## config.mk

```make
export PLATFORM = sky130hd
export DESIGN_NAME = bcd_seq_adder
export DESIGN_NICKNAME = d
export VERILOG_FILES = /design/src/rtl/bcd_seq_adder.sv
export SDC_FILE = /design/constraint.sdc
export NUM_CORES = 1
export LEC_CHECK = 0
export BUFFER_PORTS_ARGS = -buffer_cell sky130_fd_sc_hd__buf_2
export CAP_MARGIN = 15
export CORE_AREA = 2 2 57 99
export CTS_BUF_LIST = sky130_fd_sc_hd__clkbuf_4
export CTS_CLUSTER_DIAMETER = 40
export DETAILED_ROUTE_END_ITERATION = 8
export DIE_AREA = 0 0 59 101
export GPL_TIMING_DRIVEN = 0
export PLACE_DENSITY = 0.77
export SLEW_MARGIN = 25
export SYNTH_ARGS = -nofsm -noshare
export SYNTH_HDL_FRONTEND = slang
export SYNTH_SLANG_ARGS = --single-unit
export TNS_END_PERCENT = 50
```

## constraint.sdc

```tcl
create_clock -name clk -period 5.35 [get_ports clk]
set_input_delay 1.07 -clock clk [delete_from_list [all_inputs] [get_ports clk]]
set_output_delay 1.07 -clock clk [all_outputs]
set_load 0.01 [all_outputs]
```

## src/rtl/bcd_seq_adder.sv

```systemverilog
// -----------------------------------------------------------------------------
// bcd_seq_adder
//
// Multi-digit packed-BCD adder that reuses one single-digit BCD add stage once
// per digit, least-significant digit first. Operands are latched on an
// accepted start, every digit is range-checked, the digits are then added one
// per cycle with a rippling carry, and completion is flagged by a one-cycle
// done pulse. The result outputs hold until the next accepted start.
//
// Optional feature macro: BCD_SEQ_SUB_EN
//   Defined   : adds the 'sub' port. With sub=1 latched at start, B is replaced
//               by its nine's complement after validation and the carry-in is
//               forced to 1, giving the ten's-complement difference A-B
//               (cout=1 means A>=B).
//   Undefined : addition only, no 'sub' port. Cycle timing is identical.
//
// Ports
//   clk      in   1         rising-edge clock
//   rst      in   1         synchronous active-high reset
//   start    in   1         operation request, honoured in IDLE and DONE only
//   a_bcd    in   4*DIGITS  operand A, packed BCD, digit 0 in bits [3:0]
//   b_bcd    in   4*DIGITS  operand B, packed BCD
//   cin      in   1         carry into digit 0
//   sub      in   1         subtract select (BCD_SEQ_SUB_EN builds only)
//   busy     out  1         high from the cycle after accept through last ADD
//   done     out  1         one-cycle completion pulse
//   sum_bcd  out  4*DIGITS  packed BCD result (sum mod 10^DIGITS)
//   cout     out  1         carry out of the top digit
//   err      out  1         an operand digit was greater than 9
//
// Latency from the accepting edge: DIGITS+2 cycles to done on the normal path,
// 2 cycles on the error path. A start in the DONE cycle is accepted, so
// operations can run back to back.
// -----------------------------------------------------------------------------
module bcd_seq_adder #(
  parameter int DIGITS = 4
) (
  input  logic                clk,
  input  logic                rst,
  input  logic                start,
  input  logic [4*DIGITS-1:0] a_bcd,
  input  logic [4*DIGITS-1:0] b_bcd,
  input  logic                cin,
`ifdef BCD_SEQ_SUB_EN
  input  logic                sub,
`endif
  output logic                busy,
  output logic                done,
  output logic [4*DIGITS-1:0] sum_bcd,
  output logic                cout,
  output logic                err
);

  localparam int W  = 4 * DIGITS;
  localparam int IW = (DIGITS > 1) ? $clog2(DIGITS) : 1;
  localparam logic [IW-1:0] LAST_IDX = IW'(DIGITS - 1);

  typedef enum logic [1:0] {
    IDLE  = 2'd0,
    CHECK = 2'd1,
    ADD   = 2'd2,
    DONE  = 2'd3
  } state_t;

  state_t        state;
  state_t        state_nxt;

  logic [W-1:0]  a_lat;
  logic [W-1:0]  a_lat_nxt;
  logic [W-1:0]  b_lat;
  logic [W-1:0]  b_lat_nxt;
  logic          cin_lat;
  logic          cin_lat_nxt;
  logic          sub_lat;
  logic          sub_lat_nxt;
  logic          carry;
  logic          carry_nxt;
  logic [IW-1:0] idx;
  logic [IW-1:0] idx_nxt;

  logic          busy_nxt;
  logic          done_nxt;
  logic [W-1:0]  sum_nxt;
  logic          cout_nxt;
  logic          err_nxt;

  logic          sub_in;
  logic          accept;
  logic [IW+1:0] shamt;
  logic [W-1:0]  a_shift;
  logic [W-1:0]  b_shift;
  logic [3:0]    a_dig;
  logic [3:0]    b_dig;
  logic [4:0]    add_res;
  logic [W-1:0]  digit_mask;
  logic [W-1:0]  digit_ins;

`ifdef BCD_SEQ_SUB_EN
  assign sub_in = sub;
`else
  assign sub_in = 1'b0;
`endif

  // ---------------------------------------------------------------------------
  // Helper functions
  // ---------------------------------------------------------------------------

  // A BCD digit is legal when it lies in 0..9.
  function automatic logic digit_valid(input logic [3:0] d);
    return (d <= 4'd9);
  endfunction

  // Every digit of both operands must be legal.
  function automatic logic operands_valid(input logic [W-1:0] a,
                                          input logic [W-1:0] b);
    logic ok;
    ok = 1'b1;
    for (int d = 0; d < DIGITS; d++) begin
      if (!digit_valid(a[4*d +: 4]) || !digit_valid(b[4*d +: 4])) begin
        ok = 1'b0;
      end else begin
        ok = ok;
      end
    end
    return ok;
  endfunction

  // Digit-wise nine's complement; only applied to already-validated operands.
  function automatic logic [W-1:0] nines_complement(input logic [W-1:0] v);
    logic [W-1:0] r;
    r = {W{1'b0}};
    for (int d = 0; d < DIGITS; d++) begin
      r[4*d +: 4] = 4'd9 - v[4*d +: 4];
    end
    return r;
  endfunction

  // Single-digit BCD add: returns {carry_out, digit}.
  function automatic logic [4:0] digit_add(input logic [3:0] a,
                                           input logic [3:0] b,
                                           input logic       c);
    logic [4:0] s;
    logic [4:0] adj;
    s   = {1'b0, a} + {1'b0, b} + {4'b0000, c};
    adj = s - 5'd10;
    if (s > 5'd9) begin
      return {1'b1, adj[3:0]};
    end else begin
      return {1'b0, s[3:0]};
    end
  endfunction

  // ---------------------------------------------------------------------------
  // Digit datapath: select the current digit pair, add, and build the
  // mask/insert pair used to write the result digit in place.
  // ---------------------------------------------------------------------------
  assign shamt      = {idx, 2'b00};
  assign a_shift    = a_lat >> shamt;
  assign b_shift    = b_lat >> shamt;
  assign a_dig      = a_shift[3:0];
  assign b_dig      = b_shift[3:0];
  assign add_res    = digit_add(a_dig, b_dig, carry);
  assign digit_mask = W'(4'hF) << shamt;
  assign digit_ins  = W'(add_res[3:0]) << shamt;

  // A new operation may be accepted when idle or in the completion cycle.
  assign accept = start && ((state == IDLE) || (state == DONE));

  // Next-state and next-register logic for the sequencer.
  always_comb begin
    state_nxt   = state;
    a_lat_nxt   = a_lat;
    b_lat_nxt   = b_lat;
    cin_lat_nxt = cin_lat;
    sub_lat_nxt = sub_lat;
    carry_nxt   = carry;
    idx_nxt     = idx;
    busy_nxt    = busy;
    done_nxt    = 1'b0;
    sum_nxt     = sum_bcd;
    cout_nxt    = cout;
    err_nxt     = err;

    case (state)
      IDLE, DONE: begin
        if (accept) begin
          a_lat_nxt   = a_bcd;
          b_lat_nxt   = b_bcd;
          cin_lat_nxt = cin;
          sub_lat_nxt = sub_in;
          sum_nxt     = {W{1'b0}};
          cout_nxt    = 1'b0;
          err_nxt     = 1'b0;
          busy_nxt    = 1'b1;
          state_nxt   = CHECK;
        end else begin
          state_nxt   = IDLE;
        end
      end

      CHECK: begin
        if (!operands_valid(a_lat, b_lat)) begin
          err_nxt   = 1'b1;
          sum_nxt   = {W{1'b0}};
          cout_nxt  = 1'b0;
          busy_nxt  = 1'b0;
          done_nxt  = 1'b1;
          state_nxt = DONE;
        end else begin
          // Subtraction is A + (99..9 - B) + 1; validation above saw the
          // original B, so the complement is taken only now.
          b_lat_nxt = sub_lat ? nines_complement(b_lat) : b_lat;
          carry_nxt = sub_lat ? 1'b1 : cin_lat;
          idx_nxt   = {IW{1'b0}};
          state_nxt = ADD;
        end
      end

      ADD: begin
        sum_nxt   = (sum_bcd & ~digit_mask) | digit_ins;
        carry_nxt = add_res[4];
        if (idx == LAST_IDX) begin
          cout_nxt  = add_res[4];
          busy_nxt  = 1'b0;
          done_nxt  = 1'b1;
          state_nxt = DONE;
        end else begin
          idx_nxt   = idx + IW'(1);
        end
      end

      default: begin
        state_nxt = IDLE;
      end
    endcase
  end

  // State, operand and output registers with synchronous reset.
  always_ff @(posedge clk) begin
    if (rst) begin
      state   <= IDLE;
      a_lat   <= {W{1'b0}};
      b_lat   <= {W{1'b0}};
      cin_lat <= 1'b0;
      sub_lat <= 1'b0;
      carry   <= 1'b0;
      idx     <= {IW{1'b0}};
      busy    <= 1'b0;
      done    <= 1'b0;
      sum_bcd <= {W{1'b0}};
      cout    <= 1'b0;
      err     <= 1'b0;
    end else begin
      state   <= state_nxt;
      a_lat   <= a_lat_nxt;
      b_lat   <= b_lat_nxt;
      cin_lat <= cin_lat_nxt;
      sub_lat <= sub_lat_nxt;
      carry   <= carry_nxt;
      idx     <= idx_nxt;
      busy    <= busy_nxt;
      done    <= done_nxt;
      sum_bcd <= sum_nxt;
      cout    <= cout_nxt;
      err     <= err_nxt;
    end
  end

endmodule

```

-- Yosys cells after proc, flatten, opt, wreduce, memory -nomap -nowiden
Cells that the tools add are included.
- register bits after elaboration: 58
- latch bits: 0
- RAM bits: 0
- memory bits (read-only): 0
- input port bits: 36
- output and inout port bits: 20
- word-level logic and storage cells: 98
- memories kept: 0
- add/subtract/negate cells: 4
- multiply operators: 0
- div/mod/pow operators: 0
- $lt $le $gt $ge: 9
- equal/unequal tests: 9
- shifts and indexed selects: 4
- multiplexer cells: 32
- bitwise gates (word level): 4
- reduce and logical (&&, ||, !) cells: 25
- operators by type and width (cell ; count):
    2-to-1 mux 16 bit ; 4
    one-hot mux 16 bit (3 select lines) ; 1
    <= comparator 4 bit, second input constant ; 8
    right shift 16 x 4 -> 4 bit ; 2
    bitwise AND 16 bit ; 1
    2-to-1 mux 1 bit ; 16
    NOT 16 bit ; 1
    bitwise OR 16 bit ; 1
    << shifter 4 x 4 -> 16 bit ; 1
    << shifter 4 x 4 -> 16 bit, first input constant ; 1
    inequality test 2 bit, second input constant ; 5
    AND reduction 3 bit ; 3
    zero test 1 bit ; 8
    == test 2 bit, second input constant ; 3
    2-to-1 mux 2 bit ; 3
    one-hot mux 1 bit (2 select lines) ; 3
    one-hot mux 1 bit (3 select lines) ; 2
    one-hot mux 2 bit (3 select lines) ; 1
    AND reduction 2 bit ; 3
    adder 4 x 4 -> 5 bit ; 1
    adder 5 x 1 -> 5 bit ; 1
    greater-than comparator 5 x 4 -> 1 bit, second input constant ; 1
    logical OR 1 bit ; 5
    2-to-1 mux 5 bit ; 1
    other kinds (10) ; 11

-- Longest topological paths before layout
Gate-level depths: netlist of run 1.
- depth after elaboration: 10
- depth in mapped cells: 13
- depth with buffers taken out: 11

-- Least setup slack after synthesis of run 1
Ideal clock, no wire load.
- path kind: reg-to-reg
- start: reg idx[0]
- end: reg cout
- setup time: 0.070 ns
- arrival time: 3.649 ns
- required time: 5.280 ns
- path slack: 1.631 ns
- stages on the path, launching flop included: 14
- path buffers: 2
- clock period less this slack: 3.719 ns
- cells stage by stage: dfxtp_1 > clkbuf_1 > buf_2 > mux4_2 > fa_1 > fa_1 > xnor2_1 > ha_1 > nor2b_1 > a21oi_1 > nand3_1 > and2_4 > or3b_1 > a21oi_1
- longest elaborated chain between the ends: 7
- elaborated cells between the ends (all ways): 11
- those cells by class: add/sub (2); order compare (1); eq/ne (2); shift (2); mux (3); reduce/logical (1)
- ends and longest elaborated chain (element ; RTL line ; RTL):
    start, declared ; 78 ; logic [IW-1:0] idx;
    start signal, assigned ; 247 ; idx <= {IW{1'b0}};
    start signal, assigned ; 260 ; idx <= idx_nxt;
    right shift 16 x 4 -> 4 bit (on tied branches) ; 158, 159 ;
    adder 4 x 4 -> 5 bit ; 144 ; s = {1'b0, a} + {1'b0, b} + {4'b0000, c};
    adder 5 x 1 -> 5 bit ; 144 ;
    greater-than comparator 5 x 4 -> 1 bit ; 146 ; if (s > 5'd9) begin
    2-to-1 mux 5 bit ; 146 ;
    2-to-1 mux 1 bit ; 222 ; if (idx == LAST_IDX) begin
    one-hot mux 1 bit (3 select lines) ; 184 ; case (state)
    end signal, assigned ; 264 ; cout <= cout_nxt;
    end, declared ; 50 ; output logic cout,
Several ways; a longest one is shown, not always the timed one. The select of a mux whose other input is x is not followed.
A chain may end at the register's enable or synchronous reset.

-- Worst setup path after layout of run 1
- start: reg idx[0]
- end: reg sum_bcd[2]
- longest elaborated chain between the ends: 8
- elaborated cells between the ends (all ways): 13
- those cells by class: add/sub (3); order compare (1); shift (4); mux (2); bitwise (3)
- ends and longest elaborated chain (element ; RTL line ; RTL):
    right shift 16 x 4 -> 4 bit (on tied branches) ; 158, 159 ;
    adder 4 x 4 -> 5 bit ; 144 ;
    adder 5 x 1 -> 5 bit ; 144 ;
    subtractor 4 bit / greater-than comparator 5 x 4 -> 1 bit (equally long branches) ; 145, 146 ;
    2-to-1 mux 5 bit ; 146 ;
    << shifter 4 x 4 -> 16 bit ; 164 ; assign digit_ins = W'(add_res[3:0]) << shamt;
    bitwise OR 16 bit (*) ; 220 ; sum_nxt = (sum_bcd & ~digit_mask) | digit_ins;
    one-hot mux 16 bit (3 select lines) (*) ; 184 ;
    end signal, assigned ; 250 ; sum_bcd <= {W{1'b0}};
    end signal, assigned ; 263 ; sum_bcd <= sum_nxt;
    end, declared ; 49 ; output logic [4*DIGITS-1:0] sum_bcd,
Mark *: on every way between the ends. The rest lies on a longest branch, timed or not.

==> impl_metrics.tcl, run 1 <==
set metrics [dict create \
    dp_hpwl_mm 5.080 \
    drc_errors 0 \
    setup_viol 0 \
    drv_cap 0 \
    setup_tns_ns 0 \
    power.density_mw_per_mm2 456.2 \
    cts_max_path_buffers 2 \
    overflow 0 \
    via_count 2480 \
    finalCritPeriodShare 0.8008 \
    drt_iter0_drc 74 \
    fin_util 0.6143 \
    cts.clk_slew.worst_paths_ns 0.09 \
    rows 35 \
    combPwrFrac 0.456 \
    hp-class "register to register" \
    synth_edf_count 0 \
    critical_path_required_ns 5.70 \
    numCtsBuffers 9 \
    grt.total_usage 0.2349 \
    pwr-share-seq 0.381 \
    clock_skew_ns 0.008771 \
    met1_usage 0.2194 \
    ys_ff_latch 58 \
    cts_tree "built" \
    tightest_slew_ns 0.5767 \
    ys.flop_type "dfxtp_1" \
    dieArea_mm2 0.005959 \
    diodes 0 \
    fin_area_mm2 0.003174 \
    synth_nets 361 \
    ctsHoldBuffers 0 \
    nets 427 \
    area_growth_syn_to_layout_pct 15.95 \
    path_class "register to register" \
    grt_pass1_wl_mm 10.45 \
    fin_crit_ns 4.285 \
    arrival_ns 4.64 \
    timing.critical_path.mode_cell "fa_1" \
    sw_frac_of_total 0.4166 \
    syn_area_per_cell_um2 8.746 \
    coreArea_mm2 0.005167 \
    rsz0062_at_grt "no" \
    yosysWarningCount 0 \
    met3_usage 0.05392 \
    synthesis.area_mm2 0.002738 \
    vias_per_cell 5.662 \
    async_flop_share 0 \
    clock-sinks 58 \
    n_fill_cell 500 \
    worstSkewPairLatency_ns 0.41 \
    postCtsSetupRepairBufs 0 \
    postRouteAntennaNets 0 \
    grtUsageMet2 0.4205 \
    io_pins 56 \
    power.switching_uw 603.3 \
    fmax_mhz 233.4 \
    drt_pre_antenna_iters 4 \
    whs_ns 0.4600 \
    grt_max_degree 11 \
    synth.distinct_cells 47 \
    path_cells "clkbuf_1 > buf_2 > mux4_2 > fa_1 > fa_1 > xnor2_1 > ha_1 > nor2b_1 > a21oi_1 > nand3_1 > a21boi_0 > a211oi_2 > a22o_1" \
    die_x_um 59 \
    p_clk_frac 0.162 \
    postRouteWirelength_mm 6.376 \
    portBuffers 55 \
    grt_pass1_vias 2495 \
    seq_area_frac_synth 0.4241 \
    worst-path-max-fanout 10 \
    cp-end-kind "register" \
    p_leak_uw 0.001356 \
    final-max-slew-violation-count 0 \
    syn_inst 313 \
    cts.repair.resized 0 \
    peakVddDrop_mv 0.2127 \
    htreeDepth 3 \
    outcome "completed" \
    cp_slowest_stage_delay_ns 0.55 \
    slowest_stage "mux4_2" \
    place_area_mm2 0.003082 \
    place_congestion 0.8705 \
    hold_violations 0 \
    routedWlPerCell_um 14.56 \
    critPathLaunchType "register" \
    root_buffer "clkbuf_4" \
    die_y_um 101 \
    intPower_uw 844.9 \
    drive_gt1_frac 0.2298 \
    slew_headroom 0.6155 \
    antenna_found_initial 0 \
    initial_core_util 0.5298 \
    power.total_uw 1448 \
    top_usage_layer "met2" \
]
## critical path: cells and delay by family (launching register included)
family	cells	cell delay, ns
adders and majority gates	3	1.14
AOI/OAI and AO/OA	4	0.78
buffers and inverters	2	0.70
muxes	1	0.55
xor gates and xnor gates	1	0.38
DFF	1	0.37
and+or+nand+nor	2	0.31
## cell families after synthesis
logic type	Yosys count	synth area share
and+or+nand+nor	121	0.2020
AOI/OAI and AO/OA	85	0.1933
DFF	58	0.4241
buffers and inverters	25	0.03564
adders and majority gates	12	0.06033
muxes	11	0.08135
xor gates and xnor gates	1	0.003200
## per-layer routing
metal | part of all wire | vias to the layer above
li1 | - | 1240
met1 | 0.37 | 1131
met2 | 0.53 | 78
met3 | 0.039 | 31
met4 | 0.065 | 0
met5 | 0 | -
## cells in the final DEF (no fill, tap or decap), drive strengths merged, types with 2 or more instances in the layout
master,count
a22oi,6
a22o,6
a32oi,2
a21o,3
nand3,2
or3,2
nor3,3
nand2,78
ha,10
a31oi,2
buf,59
and2,4
and4,4
mux4,8
nor2b,2
fa,2
nor2,14
clkbuf,21
and3,2
a211oi,3
o21ai,13
a21oi,43
nand4,2
dfxtp,58
mux2i,3
a32o,3
nand2b,4
clkinv,6
inv,9
## power groups by stage
stage	clock, uW	combinational [uW]	sequential [uW]
finish	235	661	552
global route	261	739	560
CTS	242	661	552
detailed placement	0	660	562
global placement	0	643	559
floorplan	0	502	551
## synth_stat cells, types with 2 or more instances
library cell / number / area share
nand2_1: 78 / 0.11
dfxtp_1: 58 / 0.42
a21oi_1: 42 / 0.077
nor2_1: 14 / 0.019
clkbuf_1: 12 / 0.016
ha_1: 10 / 0.046
o21ai_1: 10 / 0.018
inv_1: 8 / 0.011
mux4_2: 8 / 0.066
a22o_1: 6 / 0.019
a22oi_1: 6 / 0.016
and4_1: 4 / 0.013
nand2b_1: 4 / 0.0091
a21o_1: 3 / 0.0082
a32o_1: 3 / 0.011
buf_2: 3 / 0.0055
nor3_1: 3 / 0.0055
a211oi_1: 2 / 0.0055
a31oi_1: 2 / 0.0046
a32oi_1: 2 / 0.0064
and2_1: 2 / 0.0046
and2_4: 2 / 0.0064
fa_1: 2 / 0.015
mux2i_1: 2 / 0.0073
nand3_1: 2 / 0.0037
nand4_1: 2 / 0.0046
nor2b_1: 2 / 0.0046
o21ai_0: 2 / 0.0037
## final cells by class
class	count	area [um2]	share of cell area
Buffer	16	63.81	0.02010
Clock buffer	9	67.56	0.02129
Clock inverter	6	25.02	0.007883
Inverter	9	33.78	0.01064
Multi-Input combinational cell	230	1479	0.4659
Sequential cell	58	1161	0.3658
Tap cell	55	68.82	0.02168
Timing Repair Buffer	55	275.3	0.08672
## stage by stage
| stage | cells | worst slack (ns) |
|---|---|---|
| floorplan | 313 | 1.631 |
| global placement | 423 | 1.177 |
| detailed placement | 423 | 1.068 |
| CTS | 438 | 1.051 |
| global route | 438 | 0.8399 |
| finish | 438 | 1.065 |
## state kept, by name (all words and copies together), names as in the netlist
register	count
a_lat	16
carry	1
cout	1
idx	2
sum_bcd	16
err	1
cin_lat	1
busy	1
b_lat	16
done	1
state	2
## path summary, 6_finish.rpt
kind	start	endpoint	slack [ns]	depth (start not counted)
worst max-delay path	idx[0]	sum_bcd[2]	1.07	13
worst min-delay path	b_lat[0]	b_lat[0]	0.46	2
worst max register to register	idx[0]	sum_bcd[2]	1.07	13
worst min register to register	b_lat[0]	b_lat[0]	0.46	2
No activity file was read; power rests on OpenSTA's default activity.
==> inputs of run 2 (changes only) <==
--- a/config.mk
+++ b/config.mk
@@ -5,13 +5,14 @@
 export SDC_FILE = /design/constraint.sdc
 export NUM_CORES = 1
 export LEC_CHECK = 0
+export ABC_AREA = 1
 export BUFFER_PORTS_ARGS = -buffer_cell sky130_fd_sc_hd__buf_2
 export CAP_MARGIN = 15
-export CORE_AREA = 2 2 57 99
+export CORE_AREA = 2 2 59 102
 export CTS_BUF_LIST = sky130_fd_sc_hd__clkbuf_4
 export CTS_CLUSTER_DIAMETER = 40
 export DETAILED_ROUTE_END_ITERATION = 8
-export DIE_AREA = 0 0 59 101
+export DIE_AREA = 0 0 61 104
 export GPL_TIMING_DRIVEN = 0
 export PLACE_DENSITY = 0.77
 export SLEW_MARGIN = 25
==> constraint.sdc (replaced) <==
create_clock -name clk -period 4.3 [get_ports clk]
set_input_delay 0.86 -clock clk [delete_from_list [all_inputs] [get_ports clk]]
set_output_delay 0.86 -clock clk [all_outputs]
set_load 0.01 [all_outputs]
==> run 2 against run 1 <==
  * Maximum frequency increased by 20%
  * Clock skew up 0.0041 ns
  * Die area is 6.5% higher
  * Synthesized area increased by 8.0%
  * Register-to-register slack worse by 0.33 ns
  * Clock power grew 63%
  * Sequential power grew 43%
  * Non-clock buffer count increased by 2
  * Sequential cell count unchanged
  * Largest power group unchanged
==> impl_metrics.tcl, run 2 <==
set metrics [dict create \
    timing.critical_path.mode_cell "nor2_1" \
    die_x_um 61 \
    fin_ws_ns 0.7388 \
    seq_area_frac_synth 0.3927 \
    slew_headroom 0.6442 \
    coreArea_mm2 0.005540 \
    r2r_end "sum_bcd[2]" \
    clock-sinks 58 \
    overflow 0 \
    postCtsSetupRepairBufs 0 \
    drv_cap 0 \
    yosysWarningCount 0 \
    initial_core_util 0.5336 \
    slowest_stage "dfxtp_1" \
    cts_max_path_buffers 2 \
    vias_per_cell 5.181 \
    hp-class "register to register" \
    reg2regPathDepth 18 \
    numCtsBuffers 9 \
    drive_gt1_frac 0.1782 \
    finalCritPeriodShare 0.8282 \
    outcome "completed" \
    drc_errors 0 \
    yosysMostFrequentCell "nor2_1" \
    hold_violations 0 \
    r2r_slack_ns 0.74 \
    crit_path_start "idx[0]" \
    setup_tns_ns 0 \
    layout_common_cells "135 x nor2_1, 59 x o21ai_0, 58 x dfxtp_1" \
    path_cells "inv_1 > buf_1 > nor2_1 > o22ai_1 > fa_1 > fa_1 > xnor2_1 > ha_1 > inv_1 > nor2_1 > a21oi_1 > nand2_2 > nand2_1 > nand2_1 > nand3_1 > nor2_1 > nor2_1 > nor2_1" \
    fin_crit_ns 3.561 \
    cp-end-kind "register" \
    synth_nets 482 \
    yosys-top-cells-area "dfxtp_1 39%, nor2_1 17%, o21ai_0 10%, nand2_1 6.1%, ha_1 4.2%" \
    place_congestion 0.8893 \
    synthTopCellsByCount "135 x nor2_1, 59 x o21ai_0, 58 x dfxtp_1" \
    critPathLaunchType "register" \
    cts.repair.resized 0 \
    crit_buf_inv 3 \
    drt_pre_antenna_iters 5 \
    routedWlPerCell_um 12.56 \
    synth_edf_count 0 \
    arrival_ns 3.91 \
    r2r-start "idx[0]" \
    layout_commonest_cell "nor2_1" \
    postRouteWirelength_mm 7.300 \
    clock_skew_ns 0.01284 \
    fmax_mhz 280.8 \
    cts.clk_slew.worst_paths_ns 0.10 \
    synthesis.area_mm2 0.002957 \
    postRouteAntennaNets 0 \
    dp_hpwl_mm 5.713 \
    drt_iter0_drc 138 \
    ys.flop_type "dfxtp_1" \
    cp_slowest_stage_delay_ns 0.46 \
    reg_top3 "a_lat: 16 flops, b_lat: 16 flops, sum_bcd: 16 flops" \
    diodes 0 \
    whs_ns 0.4782 \
    final-max-slew-violation-count 0 \
    antenna_found_initial 0 \
    cts_tree "built" \
    area_growth_syn_to_layout_pct 17.01 \
    nets 548 \
    die_y_um 104 \
    synth.distinct_cells 25 \
    p_leak_uw 0.001595 \
    peakVddDrop_mv 0.4836 \
    worst-path-max-fanout 11 \
    tightest_slew_ns 0.5337 \
    worstSetupEndpoint "sum_bcd[2]" \
    grt_pass1_vias 2798 \
    grt_max_degree 12 \
    dieArea_mm2 0.006344 \
    htreeDepth 3 \
    power.density_mw_per_mm2 808.6 \
    ys_ff_latch 58 \
    path_delay_family "adder cells" \
    io_pins 56 \
    dp_slack_ns 0.8391 \
    root_buffer "clkbuf_4" \
    portBuffers 55 \
    worstSkewPairLatency_ns 0.40 \
    grt.total_usage 0.2479 \
    ctsHoldBuffers 0 \
    async_flop_share 0 \
    syn_inst 434 \
    rsz0062_at_grt "no" \
    yosysTopAreaCell "dfxtp_1" \
    rows 36 \
    setup_viol 0 \
    synth_top_cell_area_share 0.3927 \
    syn_area_per_cell_um2 6.812 \
    grt_pass1_wl_mm 11.89 \
    via_count 3010 \
    path_depth 18 \
    path_class "register to register" \
    critical_path_required_ns 4.65 \
]
[run 2: cell types whose count changed after synthesis, sizes merged, moves of 4 or more]
cell    change
nor2      +125
o21ai      +58
a21oi      -27
nand2      -21
inv        +19
nand3      +13
mux4        -8
o22ai       +8
a22o        -6
a22oi       -6
nand4       +5
and2        -4
and4        -4
nand2b      -4
[run 2: layer usage]
layer / global-route usage / wire, um / vias up
met4: 0.1537 / 323 / 0
met3: 0.05100 / 274 / 26
met5: 0 / 0 / -
met2: 0.4370 / 3914 / 86
met1: 0.2471 / 2787 / 1355
li1: - / - / 1543
[run 2: worst reg2reg max path, cell delays in order, from the launching register on]
cell	delay (ns)
dfxtp_1	0.46
inv_1	0.15
buf_1	0.29
nor2_1	0.21
o22ai_1	0.13
fa_1	0.44
fa_1	0.42
xnor2_1	0.25
ha_1	0.22
inv_1	0.06
nor2_1	0.08
a21oi_1	0.06
nand2_2	0.10
nand2_1	0.09
nand2_1	0.11
nand3_1	0.11
nor2_1	0.18
nor2_1	0.07
nor2_1	0.07
[run 2: area by class of cell]
class	instances	area [um2]
Clock buffer	10	75.07
Sequential cell	58	1161
Inverter	29	108.9
Fill cell	553	2081
Tap cell	76	95.09
Multi-Input combinational cell	329	1597
Clock inverter	6	57.56
Timing Repair Buffer	55	275.3
Buffer	18	90.09
[run 2: power by group]
part / internal, uW / switching (uW) / leakage [uW]
registers: 683 / 105 / 0.000476
logic: 559 / 1070 / 0.00104
clock network: 180 / 204 / 0.0000776
total: 1420 / 1380 / 0.00159
[run 2: metrics by stage]
stage	power, uW	instances	utilization	cell area (um2)
after floorplan	2017	434	-	2957
after global placement	2350	565	0.6005	3327
after detailed placement	2378	565	0.6005	3327
after CTS	2788	581	0.6244	3460
after global routing	3077	581	0.6244	3460
final	2798	581	0.6244	3460
[run 2: cell families after synthesis]
logic type	after synthesis	share of synthesized area
buffers and inverters	47	0.06728
DFF	58	0.3927
xor gates and xnor gates	1	0.002963
adders and majority gates	12	0.05586
AOI/OAI and AO/OA	96	0.1672
and+or+nand+nor	220	0.3140
[run 2: worst min path at each step]
stage,start,endpoint,slack (ns),cells after the start
CTS,busy,busy,0.48,2
detailed placement,busy,busy,0.46,2
floorplan,a_lat[4],a_lat[4],0.45,2
finish,busy,busy,0.48,2
global placement,busy,busy,0.45,2
global route,busy,busy,0.50,2
==> inputs of run 3 (changes only) <==
--- a/config.mk
+++ b/config.mk
@@ -5,14 +5,14 @@
 export SDC_FILE = /design/constraint.sdc
 export NUM_CORES = 1
 export LEC_CHECK = 0
-export ABC_AREA = 1
+export ABC_AREA = 0
 export BUFFER_PORTS_ARGS = -buffer_cell sky130_fd_sc_hd__buf_2
 export CAP_MARGIN = 15
-export CORE_AREA = 2 2 59 102
+export CORE_AREA = 2 2 57 99
 export CTS_BUF_LIST = sky130_fd_sc_hd__clkbuf_4
 export CTS_CLUSTER_DIAMETER = 40
 export DETAILED_ROUTE_END_ITERATION = 8
-export DIE_AREA = 0 0 61 104
+export DIE_AREA = 0 0 59 101
 export GPL_TIMING_DRIVEN = 0
 export PLACE_DENSITY = 0.77
 export SLEW_MARGIN = 25
==> constraint.sdc (replaced) <==
create_clock -name clk -period 3.4 [get_ports clk]
set_input_delay 0.68 -clock clk [delete_from_list [all_inputs] [get_ports clk]]
set_output_delay 0.68 -clock clk [all_outputs]
set_load 0.01 [all_outputs]
==> run 3 against run 2 <==
  * Clock-buffer cell count up 1
  * Maximum frequency up 7.0%
  * Global-route usage down 0.22 points
  * Combinational power down 23%
  * Register-to-register slack worse by 0.67 ns
  * Critical path depth down 6
  * Final cell count down 23%
  * Worst hold slack worse by 0.019 ns
  * Routed wire length down 7.5%
  * Setup slack worse by 0.67 ns
  * Final area down 2.7%
  * Sequential power up 11%
  * Largest cell class unchanged
  * Largest power group unchanged
==> impl_metrics.tcl, run 3 (synthesis results as in run 1) <==
set metrics [dict create \
    whs_ns 0.4592 \
    drt_iter0_drc 146 \
    numCtsBuffers 9 \
    place_area_mm2 0.003110 \
    worstSetupEndpoint "sum_bcd[6]" \
    grt_max_degree 11 \
    slew_headroom 0.6571 \
    cts_tree "built" \
    finalCritPeriodShare 0.9787 \
    drive_gt1_frac 0.2832 \
    setup_tns_ns 0 \
    die_y_um 101 \
    initial_core_util 0.5298 \
    critPathLaunchType "register" \
    htreeDepth 3 \
    layout_common_cells "78 x nand2_1, 57 x buf_2, 57 x dfxtp_1" \
    reg_top3 "a_lat: 16 flops, b_lat: 16 flops, sum_bcd: 16 flops" \
    worstSkewPairLatency_ns 0.41 \
    rows 35 \
    path_depth 12 \
    timing.critical_path.mode_cell "fa_2" \
    outcome "completed" \
    drv_cap 0 \
    ctsHoldBuffers 0 \
    die_x_um 59 \
    met1_usage 0.2396 \
    routedWlPerCell_um 15.11 \
    cts_max_path_buffers 2 \
    fmax_mhz 300.5 \
    grt.total_usage 0.2458 \
    r2r_slack_ns 0.07 \
    place_congestion 0.8826 \
    p_leak_uw 0.001441 \
    rsz0062_at_grt "yes" \
    postRouteAntennaNets 0 \
    area_growth_syn_to_layout_pct 22.90 \
    layout_commonest_cell "nand2_1" \
    vias_per_cell 5.743 \
    coreArea_mm2 0.005167 \
    n_fill_cell 463 \
    power.density_mw_per_mm2 771.4 \
    r2r-start "idx[0]" \
    worst-path-max-fanout 5 \
    overflow 0 \
    top_usage_layer "met2" \
    clock-sinks 58 \
    drc_errors 0 \
    fin_area_mm2 0.003364 \
    crit_buf_inv 2 \
    postRouteWirelength_mm 6.755 \
    crit_path_start "idx[0]" \
    clock_skew_ns 0.007375 \
    peakVddDrop_mv 0.3775 \
    antenna_found_initial 0 \
    dieArea_mm2 0.005959 \
    fin_crit_ns 3.327 \
    grtUsageMet2 0.4496 \
    io_pins 56 \
    dp_slack_ns -0.4033 \
    setup_viol 0 \
    reg2regPathDepth 12 \
    slowest_stage "fa_2" \
    grt_pass1_wl_mm 10.96 \
    drt_pre_antenna_iters 4 \
    cp_slowest_stage_delay_ns 0.61 \
    hp-class "register to register" \
    via_count 2567 \
    met3_usage 0.05263 \
    root_buffer "clkbuf_4" \
    fin_ws_ns 0.07259 \
    critical_path_required_ns 3.76 \
    path_class "register to register" \
    tightest_slew_ns 0.5144 \
    hold_violations 0 \
    portBuffers 55 \
    path_delay_family "adder cells" \
    path_cells "buf_12 > mux4_2 > fa_2 > fa_2 > inv_2 > ha_4 > nor2b_4 > a21oi_2 > nand3_1 > and2_4 > a211oi_4 > a22o_1" \
    r2r_end "sum_bcd[6]" \
    dp_hpwl_mm 5.114 \
    arrival_ns 3.69 \
    cp-end-kind "register" \
    cts.clk_slew.worst_paths_ns 0.09 \
    final-max-slew-violation-count 0 \
    diodes 0 \
    grt_pass1_vias 2422 \
    nets 436 \
]
## run 3: routing by layer
metal,part of all wire,vias to the layer above
met5,0,-
met3,0.045,28
met4,0.044,0
li1,-,1254
met2,0.56,79
met1,0.35,1206
## run 3: cell type report
cell class,instances,area [um2],share of cell area
clock buffer,11,82.58,0.02454
inverter,9,33.78,0.01004
timing repair buffer,65,350.3,0.1041
clock inverter,4,43.79,0.01302
sequential,58,1165,0.3462
tap,55,68.82,0.02045
buffer,15,82.58,0.02454
multi-input combinational,230,1538,0.4570
## run 3: where the power goes
part | leakage, uW | switching, uW | internal (uW) | total, uW
clock | 0.0000741 | 238 | 232 | 470
combinational | 0.000893 | 712 | 541 | 1250
sequential | 0.000474 | 79.4 | 794 | 873
total | 0.00144 | 1030 | 1570 | 2600
## run 3: how the worst min path moves through the flow
stage / startpoint / endpoint / slack [ns] / cells past startpoint
global route: b_lat[4] / b_lat[4] / 0.48 / 2
finish: b_lat[4] / b_lat[4] / 0.46 / 2
detailed placement: a_lat[12] / a_lat[12] / 0.45 / 2
CTS: a_lat[12] / a_lat[12] / 0.46 / 2
global placement: b_lat[4] / b_lat[4] / 0.44 / 2
floorplan: a_lat[8] / a_lat[8] / 0.43 / 2
## run 3: through the flow
stage               power (uW)  cells  utilization
finish                    2595    447       0.6511
global placement          1916    423       0.6019
CTS                       2480    444       0.6421
detailed placement        1946    423       0.6019
global route              2768    447       0.6511
floorplan                 1678    313            -
## run 3: timing repair
action	4_1_cts	5_1_grt
endpoints found under the hold margin	0	0
endpoints found under the setup margin	13	8
resized for setup	9	10
pin swaps	6	6
buffers inserted	6	4
## run 3: worst min-delay path: cells and delay by family (launching register included)
family | cells | cell delay [ns]
AOI/OAI and AO/OA | 1 | 0.05
and+or+nand+nor | 1 | 0.05
DFF | 1 | 0.32
